<file path="config.mk">
export PLATFORM = sky130hd
export DESIGN_NAME = gf2m_poly_reducer
export DESIGN_NICKNAME = d
export VERILOG_FILES = /design/src/rtl/gf2m_poly_reducer.sv
export SDC_FILE = /design/constraint.sdc
export NUM_CORES = 2
export LEC_CHECK = 0
export ABC_AREA = 1
export CAP_MARGIN = 40
export CORE_MARGIN = 3
export CORE_UTILIZATION = 25
export CTS_CLUSTER_DIAMETER = 30
export DETAILED_ROUTE_END_ITERATION = 10
export SYNTH_ARGS = -nofsm -noshare
export SYNTH_HDL_FRONTEND = slang
export SYNTH_SLANG_ARGS = --single-unit
</file>
<file path="constraint.sdc">
create_clock -name clk -period 4.5 [get_ports clk]
set_input_delay 0.9 -clock clk [delete_from_list [all_inputs] [get_ports clk]]
set_output_delay 0.9 -clock clk [all_outputs]
set_load 0.05 [all_outputs]
</file>
<file path="src/rtl/gf2m_poly_reducer.sv">
// Digit-serial reduction of an IN_W-bit GF(2)[x] product modulo f(x) = x^M + POLY, D bits per clock.
// Optional macro GF_REDUCE_EARLY_EXIT_EN: finish as soon as every term at or above x^M is gone.
module gf2m_poly_reducer #(
    parameter int            IN_W = 512,
    parameter int            M    = 256,
    parameter logic [M-1:0]  POLY = 256'h425,
    parameter int            D    = 8
) (
    input  logic            clk,
    input  logic            rst,
    input  logic [IN_W-1:0] in_data,
    input  logic            in_valid,
    output logic            in_ready,
    output logic [M-1:0]    out_data,
    output logic            out_valid,
    input  logic            out_ready,
    output logic            busy
);
    localparam int NUM_DIGITS = (IN_W - M) / D;
    localparam int KW = (NUM_DIGITS > 1) ? $clog2(NUM_DIGITS) : 1;
    localparam int PW = $clog2(IN_W);
    localparam logic [KW-1:0]   K_LAST   = KW'(NUM_DIGITS - 1);
    localparam logic [IN_W-1:0] ONE      = IN_W'(1);
    localparam logic [IN_W-1:0] POLY_EXT = {{(IN_W - M){1'b0}}, POLY};

    typedef enum logic [1:0] {IDLE, REDUCE, DONE} state_t;

    state_t          state_reg, state_next;
    logic [IN_W-1:0] w_reg, w_next;
    logic [KW-1:0]   k_reg, k_next;
    logic [M-1:0]    out_data_reg, out_data_next;
    logic [PW-1:0]   top_bit;
    logic [IN_W-1:0] w_red;

    assign top_bit = PW'(IN_W - 1 - int'(k_reg) * D);

    // Bit chain, highest first: a fold from bit p lands strictly below p, so later
    // (lower) bits of the same digit already see it.
    for (genvar gi = 0; gi < D; gi++) begin : g_bit
        logic [IN_W-1:0] w_in;
        logic [IN_W-1:0] w_out;
        logic [PW-1:0]   p_bit;
        if (gi == 0) begin : g_first
            assign w_in = w_reg;
        end else begin : g_chain
            assign w_in = g_bit[gi-1].w_out;
        end
        assign p_bit = top_bit - PW'(gi);
        assign w_out = w_in[p_bit]
            ? (w_in ^ (ONE << p_bit) ^ (POLY_EXT << (p_bit - PW'(M))))
            : w_in;
    end

    assign w_red = g_bit[D-1].w_out;

`ifdef GF_REDUCE_EARLY_EXIT_EN
    // Bits above the current digit are already clear, so the whole upper part can be tested.
    logic upper_zero;
    assign upper_zero = ~|w_reg[IN_W-1:M];
`endif

    always_comb begin
        state_next    = state_reg;
        w_next        = w_reg;
        k_next        = k_reg;
        out_data_next = out_data_reg;
        case (state_reg)
            IDLE: begin
                if (in_valid) begin
                    w_next     = in_data;
                    k_next     = '0;
                    state_next = REDUCE;
                end
            end
            REDUCE: begin
`ifdef GF_REDUCE_EARLY_EXIT_EN
                if (upper_zero) begin
                    state_next    = DONE;
                    out_data_next = w_reg[M-1:0];
                end else
`endif
                begin
                    w_next = w_red;
                    k_next = k_reg + 1'b1;
                    if (k_reg == K_LAST) begin
                        state_next    = DONE;
                        out_data_next = w_red[M-1:0];
                    end
                end
            end
            DONE: begin
                if (out_ready) begin
                    state_next    = IDLE;
                    out_data_next = '0;
                end
            end
            default: begin
                state_next    = IDLE;
                out_data_next = '0;
            end
        endcase
    end

    always_ff @(posedge clk or negedge rst) begin
        if (!rst) begin
            state_reg    <= IDLE;
            w_reg        <= '0;
            k_reg        <= '0;
            out_data_reg <= '0;
        end else begin
            state_reg    <= state_next;
            w_reg        <= w_next;
            k_reg        <= k_next;
            out_data_reg <= out_data_next;
        end
    end

    assign in_ready  = (state_reg == IDLE);
    assign out_valid = (state_reg == DONE);
    assign busy      = (state_reg != IDLE);
    assign out_data  = out_data_reg;
endmodule

</file>
==> flow_metrics.tcl <==
set metrics [dict create \
    max_freq_ghz 0.236 \
    final_instance_area_mm2 0.0702 \
    antenna_violations_before_repair 32 \
    cts.sink_count 775 \
    drt-pass1-iter-count 8 \
    final-hold-violation-count 0 \
    cts-htree-levels 4 \
    synth_area_per_cell_um2 7.15 \
    timing.critical_path.required_ns 5.22 \
    synth_top_flop_cell "sky130_fd_sc_hd__dfrtp_1" \
    wl_per_cell_um 25.3 \
    groute.usage.overall_pct 24.7 \
    max-clock-path-buffers 3 \
    synthesis.nets 7611 \
    top_level_ports 775 \
    synth_seq_cells 775 \
    cts_tree "yes" \
    wirelength_mm 270 \
    layout.nets 8322 \
    worst_skew_pair.late_latency_ns 0.85 \
    num-fill-cells 20800 \
    cp-end-kind "register" \
    first_global_vias 54000 \
    globalplace.congestion 0.941 \
    wl_met1_mm 102 \
    edff_count_synth 0 \
    synthCells 7088 \
    floorplan.initialDensity_pct 25.3 \
    hpwlAfterDp_mm 187 \
    clk_transition_reported_paths_ns 0.04 \
    report.final.slew_viol_count 0 \
    final_period_minus_worst_setup_slack_ns 4.23 \
    grt_max_degree 206 \
    die_h_um 456 \
    max_slew_margin_pct 13.6 \
    clock-skew-final_ns 0.0784 \
    drive_gt1_share_pct 10.0 \
    transition_time_at_the_pin_with_the_least_slew_margin_ns 1.30 \
    largest_reg_flops 512 \
    timing.critical_path.fanout_max 38 \
    cts_inserted_buffers 221 \
    wire_length_of_the_first_global_routing_pass_mm 381 \
    worstSetupStartpointType "register" \
    fp.coreArea_mm2 0.201 \
    dieWidth_um 456 \
    criticalPathCategory "register to register" \
    mostFrequentLayoutCells "sky130_fd_sc_hd__nand2_1, sky130_fd_sc_hd__clkdlybuf4s50_1, sky130_fd_sc_hd__dfrtp_1" \
    initialDrtViolationCount 5008 \
    clock-root-buffer "sky130_fd_sc_hd__clkbuf_16" \
    drcViolationCount 0 \
    met3_length_mm 17.8 \
    hold_path.class "primary input to async pin" \
    cts_setup_buffers 0 \
    drtAntennaViolNets 0 \
    mostFrequentLayoutCell "sky130_fd_sc_hd__nand2_1" \
    critPathArrivalTime_ns 4.95 \
    syn_to_final_growth_pct 38.5 \
    yosysWarningCount 0 \
    cts_hold_buf 0 \
    syn_area_mm2 0.0507 \
    synth_async_sr_flop_share_pct 100 \
    dpl.cell_count 10200 \
    met2WireLength_mm 124 \
    overflow 0 \
    vias 54800 \
    max_cap_viol_count 0 \
    buffers_on_ports 774 \
    fin_crit_sh_pct 94.0 \
    seq_area_frac_synth_pct 38.2 \
    outcome "completed" \
    placement_rows 164 \
    synth.lib_cells_used.distinct 46 \
    die_area_mm2 0.208 \
    final-instance-count-excl-fill 10700 \
    top_layer_used "met5" \
    route.detailed.vias_per_inst 5.13 \
    setup_violating_endpoint_count_in_the_final_report 0 \
    placed_cell_area_mm2 0.0622 \
    unrepaired_setup_endpoints_after_global_routing "false" \
]
-- worst paths after layout --
| path | to | slack, ns | cells after the start | from |
|---|---|---|---|---|
| max | out_data[251] | 0.27 | 20 | k_reg[2] |
| min | g_bit[0].w_in[245] | 0.17 | 1 | rst |
| max reg2reg | out_data[251] | 0.27 | 20 | k_reg[2] |
| min reg2reg | out_data[84] | 0.48 | 2 | out_data[84] |
| max in group asynchronous | g_bit[0].w_in[475] | 3.01 | 3 | rst |
| min in group clk | out_data[84] | 0.48 | 2 | out_data[84] |
-- layout make-up --
cell class,instances,area [um^2],share of cell area (%)
multi-input cells,5439,28200,40.2
flip-flops and latches,775,19400,27.6
repair buffers,998,9980,14.2
clock buffers,276,6000,8.54
well taps,2656,3320,4.73
clock inverters,140,1850,2.63
inverters,364,1390,1.98
diodes,27,67.6,0.0962
-- repair_timing --
item | CTS | global route
setup endpoints to repair | 2 | 128
gates resized for setup | 2 | 18
cloned | 0 | 2
-- cells in the mapped netlist, drive strengths merged, types with 21 or more instances --
cell type / instances / area share (%)
dfrtp: 775 / 38
o22ai: 40 / 0.49
clkbuf: 321 / 2.4
o211ai: 69 / 1.0
xor2: 467 / 8.1
o21ai: 848 / 8.4
nand3b: 99 / 1.5
or2: 78 / 0.96
nand3: 500 / 4.9
a31oi: 67 / 0.83
a21oi: 423 / 4.2
inv: 359 / 2.7
nor3: 21 / 0.30
buf: 189 / 2.0
nand2: 1887 / 14
xnor2: 191 / 3.3
a22oi: 61 / 0.90
o31ai: 29 / 0.43
nor2: 606 / 4.6
-- critical path, stage by stage (launching register included) --
cell	delay [ns]
sky130_fd_sc_hd__dfrtp_1	0.44
sky130_fd_sc_hd__buf_4	0.20
sky130_fd_sc_hd__nor2_4	0.23
sky130_fd_sc_hd__buf_4	0.29
sky130_fd_sc_hd__o21ai_0	0.15
sky130_fd_sc_hd__nor2_1	0.20
sky130_fd_sc_hd__nor2_1	0.08
sky130_fd_sc_hd__nand2_1	0.06
sky130_fd_sc_hd__nand3_1	0.17
sky130_fd_sc_hd__nand2_4	0.19
sky130_fd_sc_hd__buf_8	0.38
sky130_fd_sc_hd__nand2_1	0.20
sky130_fd_sc_hd__xor2_2	0.34
sky130_fd_sc_hd__xor2_1	0.37
sky130_fd_sc_hd__nand2_1	0.10
sky130_fd_sc_hd__nand2_1	0.11
sky130_fd_sc_hd__xor2_1	0.15
sky130_fd_sc_hd__nand3_1	0.09
sky130_fd_sc_hd__nand2_1	0.10
sky130_fd_sc_hd__nand2_1	0.07
sky130_fd_sc_hd__o21ai_1	0.15
-- per-layer routing --
layer  up-vias  global-route usage, %
met5         -                      0
met4         2                   20.7
met3       776                   3.97
met2      2702                   40.0
met1     26500                   28.7
li1      24800                      -
-- logic make-up (layout without fill, tap and decap cells) --
logic type / count (synthesis) / count (layout) / synth area share (%)
compound gates: 1564 / 1564 / 16.7
xor+xnor: 658 / 658 / 11.4
fa+ha+maj: 7 / 7 / 0.173
buf+inv: 874 / 1778 / 7.05
flops: 775 / 775 / 38.2
other cells: 0 / 27 / 0
simple gates: 3210 / 3210 / 26.5
-- through the flow --
stage / setup TNS (ns) / hold WS (ns) / setup slack (ns) / utilization (%)
CTS: 0 / 0.143 / 0.0612 / 34.9
global placement: -0.246 / 0.464 / -0.127 / 30.9
detailed placement: -0.328 / 0.470 / -0.165 / 31.0
global route: 0 / 0.174 / 0.102 / 35.0
floorplan: 0 / 0.449 / 0.836 / -
finish: 0 / 0.171 / 0.271 / 35.0
Power is left out: the tool's default activity adds up to more than one toggle a clock period on the data nets, which glitch-free logic cannot reach.
